### src/rtl/store_queue_ctrl_if.sv
// store_queue_ctrl_if: execute-side store channel, memory write port and fence signals
interface store_queue_ctrl_if #(
    parameter int ADDR_W = 32,
    parameter int DEPTH  = 4
);
    localparam int CW = $clog2(DEPTH + 1);

    logic              st_valid;
    logic              st_ready;
    logic [ADDR_W-1:0] st_addr;
    logic [31:0]       st_data;
    logic              st_sb;
    logic              st_sh;
    logic              mem_req;
    logic [ADDR_W-1:0] mem_addr;
    logic [31:0]       mem_wdata;
    logic [3:0]        mem_be;
    logic              mem_ack;
    logic              fence_req;
    logic              fence_done;
    logic              misalign_err;
    logic [CW-1:0]     count;

    modport master (
        output st_valid, st_addr, st_data, st_sb, st_sh, mem_ack, fence_req,
        input  st_ready, mem_req, mem_addr, mem_wdata, mem_be, fence_done, misalign_err, count
    );

    modport slave (
        input  st_valid, st_addr, st_data, st_sb, st_sh, mem_ack, fence_req,
        output st_ready, mem_req, mem_addr, mem_wdata, mem_be, fence_done, misalign_err, count
    );
endinterface

### src/rtl/store_queue_ctrl.sv
// store_queue_ctrl: in-order store FIFO with lane placement and req/ack memory issue
module store_queue_ctrl #(
    parameter int DEPTH  = 4,
    parameter int ADDR_W = 32
) (
    input  logic              clk,
    input  logic              rst_n,
    store_queue_ctrl_if.slave bus
);
    localparam int PW = $clog2(DEPTH);
    localparam int CW = $clog2(DEPTH + 1);
    localparam logic [0:0] S_IDLE  = 1'b0;
    localparam logic [0:0] S_ISSUE = 1'b1;

    logic [ADDR_W-1:0] r_addr [DEPTH];
    logic [31:0]       r_data [DEPTH];
    logic [3:0]        r_be   [DEPTH];
    logic [PW-1:0]     r_wr;
    logic [PW-1:0]     r_rd;
    logic [CW-1:0]     r_count;
    logic [0:0]        r_state;
    logic              r_mis;
    logic [ADDR_W-1:0] r_mem_addr;
    logic [31:0]       r_mem_wdata;
    logic [3:0]        r_mem_be;

    logic              w_byte;
    logic              w_half;
    logic              w_word;
    logic              w_mis;
    logic              w_fire;
    logic              w_push;
    logic              w_pop;
    logic              w_go;
    logic [ADDR_W-1:0] w_addr;
    logic [31:0]       w_wdata;
    logic [3:0]        w_be;
    logic [CW-1:0]     w_rem;
    logic [PW-1:0]     w_head;

    assign bus.st_ready     = (r_count != CW'(DEPTH)) && !bus.fence_req;
    assign bus.mem_req      = (r_state == S_ISSUE);
    assign bus.mem_addr     = r_mem_addr;
    assign bus.mem_wdata    = r_mem_wdata;
    assign bus.mem_be       = r_mem_be;
    assign bus.misalign_err = r_mis;
    assign bus.count        = r_count;
    assign bus.fence_done   = bus.fence_req && (r_count == '0) && (r_state == S_IDLE);

    // Decode size, place lanes, and pick the entry the memory port shows next.
    // When the queue would otherwise be empty the incoming store goes straight
    // to the output registers so an idle queue issues one cycle after the push.
    always_comb begin
        w_byte  = bus.st_sb && !bus.st_sh;
        w_half  = bus.st_sh && !bus.st_sb;
        w_word  = !w_byte && !w_half;
        w_mis   = (w_half && bus.st_addr[0]) || (w_word && (bus.st_addr[1:0] != 2'b00));
        w_addr  = {bus.st_addr[ADDR_W-1:2], 2'b00};
        w_wdata = w_byte ? {4{bus.st_data[7:0]}} : w_half ? {2{bus.st_data[15:0]}} : bus.st_data;
        w_be    = w_byte ? (4'b0001 << bus.st_addr[1:0]) : w_half ? (bus.st_addr[1] ? 4'b1100 : 4'b0011) : 4'b1111;
        w_fire  = bus.st_valid && bus.st_ready;
        w_push  = w_fire && !w_mis;
        w_pop   = (r_state == S_ISSUE) && bus.mem_ack;
        w_rem   = r_count - CW'(w_pop);
        w_head  = r_rd + PW'(w_pop);
        w_go    = (w_rem != '0) || w_push;
    end

    // Entry storage; contents need no reset since count gates their use.
    always_ff @(posedge clk) begin
        if (w_push) begin
            r_addr[r_wr] <= w_addr;
            r_data[r_wr] <= w_wdata;
            r_be[r_wr]   <= w_be;
        end
    end

    // Pointers, occupancy, issue FSM and registered memory port.
    always_ff @(posedge clk or negedge rst_n) begin
        if (!rst_n) begin
            r_wr        <= '0;
            r_rd        <= '0;
            r_count     <= '0;
            r_state     <= S_IDLE;
            r_mis       <= 1'b0;
            r_mem_addr  <= '0;
            r_mem_wdata <= '0;
            r_mem_be    <= '0;
        end else begin
            r_mis   <= w_fire && w_mis;
            r_count <= r_count + CW'(w_push) - CW'(w_pop);
            if (w_push) r_wr <= r_wr + PW'(1);
            if (w_pop) r_rd <= r_rd + PW'(1);
            if ((r_state == S_IDLE) || w_pop) begin
                r_state <= w_go ? S_ISSUE : S_IDLE;
                if (w_go) begin
                    r_mem_addr  <= (w_rem != '0) ? r_addr[w_head] : w_addr;
                    r_mem_wdata <= (w_rem != '0) ? r_data[w_head] : w_wdata;
                    r_mem_be    <= (w_rem != '0) ? r_be[w_head] : w_be;
                end
            end
        end
    end
endmodule

### src/flat_wrapper.sv
// flat-port wrapper written by rule: the top's interface ports become plain ports
module store_queue_ctrl_flat 
#(
    parameter int DEPTH  = 4,
    parameter int ADDR_W = 32
)
  (clk, rst_n, bus_st_valid, bus_st_addr, bus_st_data, bus_st_sb, bus_st_sh, bus_mem_ack, bus_fence_req, bus_st_ready, bus_mem_req, bus_mem_addr, bus_mem_wdata, bus_mem_be, bus_fence_done, bus_misalign_err, bus_count);
  store_queue_ctrl_if #(.ADDR_W(ADDR_W), .DEPTH(DEPTH)) bus_i ();
  input  logic clk;
  input  logic rst_n;
  input wire logic [$bits(bus_i.st_valid)-1:0] bus_st_valid;
  input wire logic [$bits(bus_i.st_addr)-1:0] bus_st_addr;
  input wire logic [$bits(bus_i.st_data)-1:0] bus_st_data;
  input wire logic [$bits(bus_i.st_sb)-1:0] bus_st_sb;
  input wire logic [$bits(bus_i.st_sh)-1:0] bus_st_sh;
  input wire logic [$bits(bus_i.mem_ack)-1:0] bus_mem_ack;
  input wire logic [$bits(bus_i.fence_req)-1:0] bus_fence_req;
  output wire logic [$bits(bus_i.st_ready)-1:0] bus_st_ready;
  output wire logic [$bits(bus_i.mem_req)-1:0] bus_mem_req;
  output wire logic [$bits(bus_i.mem_addr)-1:0] bus_mem_addr;
  output wire logic [$bits(bus_i.mem_wdata)-1:0] bus_mem_wdata;
  output wire logic [$bits(bus_i.mem_be)-1:0] bus_mem_be;
  output wire logic [$bits(bus_i.fence_done)-1:0] bus_fence_done;
  output wire logic [$bits(bus_i.misalign_err)-1:0] bus_misalign_err;
  output wire logic [$bits(bus_i.count)-1:0] bus_count;
  assign bus_i.st_valid = bus_st_valid;
  assign bus_i.st_addr = bus_st_addr;
  assign bus_i.st_data = bus_st_data;
  assign bus_i.st_sb = bus_st_sb;
  assign bus_i.st_sh = bus_st_sh;
  assign bus_i.mem_ack = bus_mem_ack;
  assign bus_i.fence_req = bus_fence_req;
  assign bus_st_ready = bus_i.st_ready;
  assign bus_mem_req = bus_i.mem_req;
  assign bus_mem_addr = bus_i.mem_addr;
  assign bus_mem_wdata = bus_i.mem_wdata;
  assign bus_mem_be = bus_i.mem_be;
  assign bus_fence_done = bus_i.fence_done;
  assign bus_misalign_err = bus_i.misalign_err;
  assign bus_count = bus_i.count;
  store_queue_ctrl #(.DEPTH(DEPTH), .ADDR_W(ADDR_W)) u_core (.clk(clk), .rst_n(rst_n), .bus(bus_i));
endmodule
### config.mk
export PLATFORM = sky130hd
export DESIGN_NAME = store_queue_ctrl_flat
export DESIGN_NICKNAME = d
export VERILOG_FILES = /design/src/rtl/store_queue_ctrl_if.sv /design/src/rtl/store_queue_ctrl.sv /design/src/flat_wrapper.sv
export SDC_FILE = /design/constraint.sdc
export NUM_CORES = 1
export LEC_CHECK = 0
export ABC_AREA = 1
export BUFFER_PORTS_ARGS = -buffer_cell sky130_fd_sc_hd__clkbuf_2
export CORE_AREA = 2 2 171 173
export CTS_BUF_LIST = sky130_fd_sc_hd__clkbuf_4 sky130_fd_sc_hd__clkbuf_8
export CTS_CLUSTER_DIAMETER = 30
export DETAILED_ROUTE_END_ITERATION = 16
export DIE_AREA = 0 0 173 175
export PLACE_DENSITY = 0.78
export SLEW_MARGIN = 20
export SYNTH_ARGS = -nofsm -noshare
export SYNTH_HDL_FRONTEND = slang
export SYNTH_SLANG_ARGS = --single-unit
export TNS_END_PERCENT = 100
### constraint.sdc
create_clock -name clk -period 4.05 [get_ports clk]
set_input_delay 0.6075 -clock clk [delete_from_list [all_inputs] [get_ports clk]]
set_output_delay 0.6075 -clock clk [all_outputs]
set_load 0.01 [all_outputs]
==> impl_metrics.json, run 1 <==
{
  "maxCapViolCount": 0,
  "period_minus_slack_ns": 2.54,
  "vias_per_cell": 5.03,
  "dp_hpwl_um": 20800,
  "htree_levels": 3,
  "antenna_found_initial": 0,
  "p_seq_share_pct": 31.9,
  "switchingPower_w": 0.00585,
  "postCtsHoldBufs": 0,
  "cellPowerDensity_nw_per_um2": 795,
  "first_global_vias": 11900,
  "yosysWarnings": 0,
  "fin_skew_ns": 0.0177,
  "insertion_delay_ns": 0.58,
  "area_delta_synth_final_pct": 17.5,
  "synth_top_area_share_pct": 50.5,
  "synth-edff-count": 264,
  "cts_tree": "built",
  "post-route-util_pct": 65.0,
  "post_synth_inst_count": 1787,
  "core_um2": 28400,
  "fin_nets": 2020,
  "path_cells": "nand2_1 > inv_1 > ha_1 > inv_1 > nor2_1 > nand3_2 > o21bai_4 > buf_4 > buf_4 > nand3_1 > nand2_1",
  "total_power_w": 0.0147,
  "ys_types": 24,
  "maxSlewViolCount": 0,
  "fp.dieH_um": 175,
  "synthesis.area_um2": 15700,
  "grt_pass1_wl_um": 60000,
  "leakagePower_nw": 9.32,
  "p_clk_share_pct": 28.0,
  "cts_buffers": 69,
  "avgSynthCellArea_um2": 8.79,
  "dp_slack_ns": 1.20,
  "max_freq_ghz": 0.394,
  "clk_pin_slew_worst_paths_ns": 0.06,
  "ys_seq_area_share_pct": 62.4,
  "routedWlPerCell_um": 15.8,
  "die-area_um2": 30300,
  "die_w_um": 173,
  "gp_congestion": 0.858,
  "multi_input_area_um2": 4420,
  "fillCellCount": 2263,
  "grt_setup_unrepaired": "no",
  "arrival_ns": 3.04,
  "async_flop_share_pct": 22.1,
  "critPathKind": "register to register",
  "track_usage_pct": 25.0,
  "outcome": "finished clean",
  "seq_area_um2": 9800,
  "p_int_w": 0.00882,
  "worstHoldPathType": "input pin to async pin",
  "cp_slowest_cell": "buf_4",
  "drc_errors": 0,
  "timing.final.ws_setup_ns": 1.51,
  "ys_ff_latch": 339,
  "relSlewSlack_pct": 37.6,
  "drive_above_1_share_pct": 15.3,
  "postRouteAntennaNets": 0,
  "clock_path_buffers": 3,
  "drt_wl_total_um": 37700,
  "grt_max_degree": 133,
  "antenna_cells": 0,
  "firstDrtPassIters": 6,
  "ctsResizeCount": 0,
  "tightest_slew_ns": 0.936,
  "min_period_over_period_pct": 62.7,
  "ir_drop_v": 0.000748,
  "grt-ovfl-total": 0,
  "critPathMaxStageDelay_ns": 0.51,
  "cp-end-kind": "register",
  "holdWs_ns": 0.107,
  "switching_share_pct": 39.9,
  "cts_root_buffer": "clkbuf_8",
  "initial_core_util_pct": 55.3,
  "cts.sinks": 339,
  "post-cts-setup-buffers": 0,
  "pwr-share-comb_pct": 40.0,
  "synthTopCellsByArea": "edfxtp_1 50%, nand2_1 21%, dfrtp_1 12%, inv_1 6.9%, nand3_1 4.2%",
  "cp_max_fo": 38,
  "yosysTopAreaCell": "edfxtp_1",
  "io_buffers": 143,
  "critPathRequiredTime_ns": 4.55,
  "drt-initial-drc-count": 1022,
  "finalHoldViolations": 0,
  "synth_ff_type": "edfxtp_1",
  "cp-start-kind": "register",
  "ios": 146,
  "setup_violations": 0,
  "fp-row-count": 62,
  "num_vias": 12000
}
metrics by stage:
stage	area, µm²	instances	TNS, ns
2_1_floorplan	15700	1788	-175.72
3_3_place_gp	16800	2251	0
3_5_place_dp	16800	2251	0
4_1_cts	18500	2379	0
5_1_grt	18500	2379	0
6_report	18500	2379	0
layout by cell type, fill, tap and decap left out, drive strengths merged:
cell,instances
xnor2,2
clkinvlp,10
o21bai,1
clkinv,18
ha,10
xor2,3
o21ai,12
nand2,893
bufinv,10
nor2,11
nand3,135
fa,1
dfrtp,75
conb,2
buf,22
edfxtp,264
a21oi,2
inv,291
clkbuf,233
registers in the layout (all words and copies together) (netlist names):
signal	flops
u_core.bus.count	3
u_core.r_addr	120
u_core.bus.mem_addr	30
u_core.r_data	128
u_core.bus.misalign_err	1
u_core.r_rd	2
u_core.bus.mem_req	1
u_core.bus.mem_wdata	32
u_core.r_be	16
u_core.bus.mem_be	4
u_core.r_wr	2
power groups by stage:
stage	clock (W)	combinational [W]	sequential [W]
final	0.00412	0.00588	0.00468
after global routing	0.00432	0.00662	0.00474
after CTS	0.00416	0.00589	0.00468
after detailed placement	0	0.00583	0.00474
after global placement	0	0.00568	0.00472
after floorplan	0	0.00392	0.00486
layer usage:
layer | GRT usage [%] | routed length, µm | up-vias
li1 | - | - | 5776
met1 | 32.8 | 15800 | 5589
met2 | 41.6 | 17900 | 514
met4 | 10.2 | 1070 | 0
met3 | 4.42 | 2860 | 92
met5 | 0 | 0 | -
cell families after synthesis:
logic type | synth area share, %
flip-flops | 62.4
AND/OR/NAND/NOR | 26.0
buffers and inverters | 9.74
XOR/XNOR | 0.279
other | 0.0239
adder cells (fa/ha/maj) | 0.924
AO/OA/AOI/OAI | 0.590
area by class of cell:
type                            count  share of cell area (%)
Sequential cell                   339                    53.1
Multi-Input combinational cell   1072                    24.0
Clock buffer                       91                    6.35
Inverter                          292                    5.95
Timing Repair Buffer              164                    5.42
Tap cell                          384                    2.60
Clock inverter                     37                    2.60
worst max-delay path: cells and delay by family, from the launching register on:
family                   cells  cell delay, ns
AO/OA/AOI/OAI                1            0.13
adder cells (fa/ha/maj)      1            0.26
buffers and inverters        4            1.12
flip-flops                   1            0.40
AND/OR/NAND/NOR              5            0.53
Yosys cell counts (5+ instances only):
master,number
buf_1,5
buf_2,43
buf_4,14
clkbuf_1,22
dfrtp_1,75
edfxtp_1,264
ha_1,10
inv_1,287
nand2_1,892
nand3_1,133
nor2_1,11
o21ai_0,12
final timing paths:
kind	start	end	slack [ns]	cells past startpoint
min	rst_n	u_core.bus.mem_wdata[23]	0.11	1
min in group clk	bus_st_addr[26]	u_core.r_addr[1][24]	0.27	1
min reg2reg	u_core.bus.mem_addr[9]	u_core.bus.mem_addr[9]	0.47	2
max reg2reg	u_core.bus.mem_req	u_core.bus.mem_wdata[3]	1.51	11
max in group asynchronous	rst_n	u_core.bus.mem_wdata[14]	3.02	2
max	u_core.bus.mem_req	u_core.bus.mem_wdata[3]	1.51	11
(Power assumes the default switching activity.)
==> run 2: changes to the inputs <==
Settings changed: ABC_AREA 1 to 0, CORE_AREA 2 2 171 173 to 2 2 163 165, DIE_AREA 0 0 173 175 to 0 0 165 167, PLACE_DENSITY 0.78 to 0.77.
Clock period 4.05 ns to 2.1 ns, I/O delays scaled along.
==> run 2 against run 1 <==
Net effect: the flow now finishes with violations (setup timing); combinational power is 110% higher; sequential cell count unchanged; global-route usage shrank 2.7 points; via count fell by 36%; sequential share of layout area grew 0.67 points; non-clock buffer count grew 96; worst hold slack worse by 0.061 ns.
==> impl_metrics.json, run 2 <==
{
  "path_cells": "and2_4 > ha_4 > buf_12 > buf_12 > mux4_2 > mux2_4 > mux2_4",
  "yosysMostFrequentCell": "edfxtp_1",
  "top_layer": "met4",
  "cp-start-kind": "register",
  "synth-edff-count": 264,
  "leakagePower_nw": 7.25,
  "fin_nets": 1059,
  "postRouteAntennaNets": 0,
  "ys_seq_area_share_pct": 70.3,
  "grt_pass1_wl_um": 45600,
  "synthTopCellsByArea": "edfxtp_1 57%, dfrtp_1 13%, mux4_2 11%, mux2_2 6.7%, mux2_4 6.2%",
  "period_minus_slack_ns": 2.36,
  "mostFrequentLayoutCells": "264 x edfxtp_1, 142 x clkbuf_2, 105 x mux2_4, 74 x clkbuf_8, 74 x dfrtp_1",
  "cts_buffers": 70,
  "worstHoldPathType": "input pin to register",
  "hp-start": "bus_st_addr[13]",
  "synth_top_area_share_pct": 56.8,
  "setup_violations": 66,
  "cp-end-kind": "register",
  "cts_root_buffer": "clkbuf_8",
  "grt_max_degree": 50,
  "ir_drop_v": 0.000856,
  "holdPathStages": 1,
  "critPathKind": "register to register",
  "outcome": "finished with violations",
  "violations": "setup timing",
  "post_synth_inst_count": 680,
  "core_um2": 25800,
  "first_global_vias": 7976,
  "cts_tree": "built",
  "fp-row-count": 59,
  "io_buffers": 143,
  "tightest_slew_ns": 0.869,
  "critPathMaxStageDelay_ns": 0.51,
  "drive_above_1_share_pct": 55.2,
  "critical_path_depth": 7,
  "die-area_um2": 27600,
  "final_area_um2": 18200,
  "vias_per_cell": 5.56,
  "grt-ovfl-total": 0,
  "synthesis.area_um2": 14000,
  "place_area_um2": 15900,
  "area_delta_synth_final_pct": 30.6,
  "finalHoldViolations": 0,
  "total_power_w": 0.0288,
  "cp_slowest_cell": "mux4_2",
  "antenna_cells": 0,
  "drt-initial-drc-count": 602,
  "fin_setup_tns_ns": -15.24,
  "clk_pin_slew_worst_paths_ns": 0.06,
  "maxCapViolCount": 0,
  "antenna_found_initial": 0,
  "relSlewSlack_pct": 41.5,
  "drt_wl_total_um": 30700,
  "cellPowerDensity_nw_per_um2": 1580,
  "reg2reg_depth": 7,
  "track_usage_pct": 22.4,
  "maxSlewViolCount": 0,
  "wl_met3_um": 1850,
  "timing.final.ws_setup_ns": -0.262,
  "dp_hpwl_um": 18400,
  "cp_max_fo": 6,
  "grt_setup_unrepaired": "yes",
  "drc_errors": 0,
  "regToRegStartpoint": "u_core.bus.mem_req",
  "ios": 146,
  "clock_path_buffers": 3,
  "fin_skew_ns": 0.0288,
  "ys_types": 31,
  "yosysWarnings": 0,
  "htree_levels": 3,
  "drt-met1-wl_um": 13100,
  "largest_register_ff_count": 128,
  "regMostFlops": "u_core.r_data",
  "ys_ff_latch": 339,
  "die_w_um": 165,
  "ys_top_cells_by_count": "264 x edfxtp_1, 83 x mux2_2, 75 x dfrtp_1, 66 x mux4_2, 58 x mux2_4",
  "critPathBufInv": 2,
  "crit_start": "u_core.bus.mem_req",
  "arrival_ns": 2.82,
  "fp.dieH_um": 167,
  "synth_ff_type": "edfxtp_1",
  "max_freq_ghz": 0.423,
  "gp_congestion": 0.752,
  "async_flop_share_pct": 22.1,
  "insertion_delay_ns": 0.59,
  "layout_commonest_cell": "edfxtp_1",
  "cts.sinks": 339,
  "crit_family": "multiplexers",
  "fillCellCount": 1555,
  "min_period_over_period_pct": 112,
  "avgSynthCellArea_um2": 20.5,
  "met2_wirelength_um": 15100,
  "initial_core_util_pct": 54.2,
  "num_vias": 7609,
  "critPathRequiredTime_ns": 2.56,
  "firstDrtPassIters": 5,
  "yosysTopAreaCell": "edfxtp_1",
  "routedWlPerCell_um": 22.4
}
[run 2: cell count changes after synthesis, sizes merged, moves of 8 or more]
cell | before | now
inv | 290 | 17
nand3 | 135 | 0
mux4 | 0 | 66
buf | 63 | 28
nand2 | 893 | 10
mux2i | 0 | 8
mux2 | 0 | 141
clkbuf | 22 | 8
[run 2: timing repair]
| item | CTS | global route |
|---|---|---|
| setup buffers | 5 | 3 |
| setup endpoints to repair | 66 | 123 |
| pin swaps | 0 | 1 |
| hold buffers | 34 | 0 |
| resized for setup | 28 | 20 |
| gates cloned | 2 | 6 |
| hold endpoints to repair | 155 | 0 |
[run 2: worst reg2reg max path: cells and delay by family (launching register included)]
kind	cells	cell delay, ns
fa+ha+maj	1	0.34
buf+inv	2	0.31
flops	1	0.38
mux	3	1.04
simple gates	1	0.16
[run 2: cells by family (layout without fill, tap and decap cells)]
| logic type | Yosys count | count (layout) | share of synthesized area [%] |
|---|---|---|---|
| compound gates | 24 | 24 | 0.951 |
| xor+xnor | 7 | 7 | 0.439 |
| fa+ha+maj | 11 | 11 | 1.04 |
| buf+inv | 53 | 406 | 1.96 |
| flops | 339 | 339 | 70.3 |
| mux | 215 | 215 | 24.2 |
| other cells | 1 | 2 | 0.0269 |
| simple gates | 30 | 30 | 1.15 |
[run 2: layout make-up]
cell class,count,area (µm²),share of cell area (%)
well taps,335,419,2.30
multi-input cells,289,4140,22.7
clock inverters,39,435,2.39
clock buffers,90,1140,6.25
inverters,17,63.8,0.350
repair buffers,260,2230,12.2
flip-flops and latches,339,9810,53.8
[run 2: path summary, 6_finish.rpt]
kind | end | slack, ns
setup reg to reg | u_core.bus.mem_wdata[8] | -0.26
hold / removal | u_core.r_addr[2][11] | 0.05
setup / recovery | u_core.bus.mem_wdata[8] | -0.26
min in group asynchronous | u_core.bus.mem_addr[4] | 0.23
max in group asynchronous | u_core.bus.count[1] | 1.20
hold reg to reg | u_core.bus.mem_wdata[3] | 0.51
[run 2: per-layer routing]
metal	global-route usage, %	up-vias
met5	0	-
met4	6.88	0
met3	4.86	54
met2	36.3	297
met1	30.5	3936
li1	-	3322
[run 2: report_power, final]
group	switching, W	internal (W)	total [W]	leakage [nW]
registers	0.000594	0.00847	0.00906	3.26
clock network	0.00298	0.00461	0.00759	0.807
logic	0.00471	0.00747	0.0122	3.18
total	0.00829	0.0205	0.0288	7.25
[run 2: through the flow]
stage               setup slack, ns  hold slack, ns  cells  util (%)
finish                       -0.262          0.0460   1369      70.8
CTS                          -0.259         0.00109   1360      69.8
global route                 -0.310          0.0122   1369      70.8
global placement             -0.282           0.288   1190      61.5
floorplan                    -0.197          0.0194    681         -
detailed placement           -0.312           0.282   1190      61.5
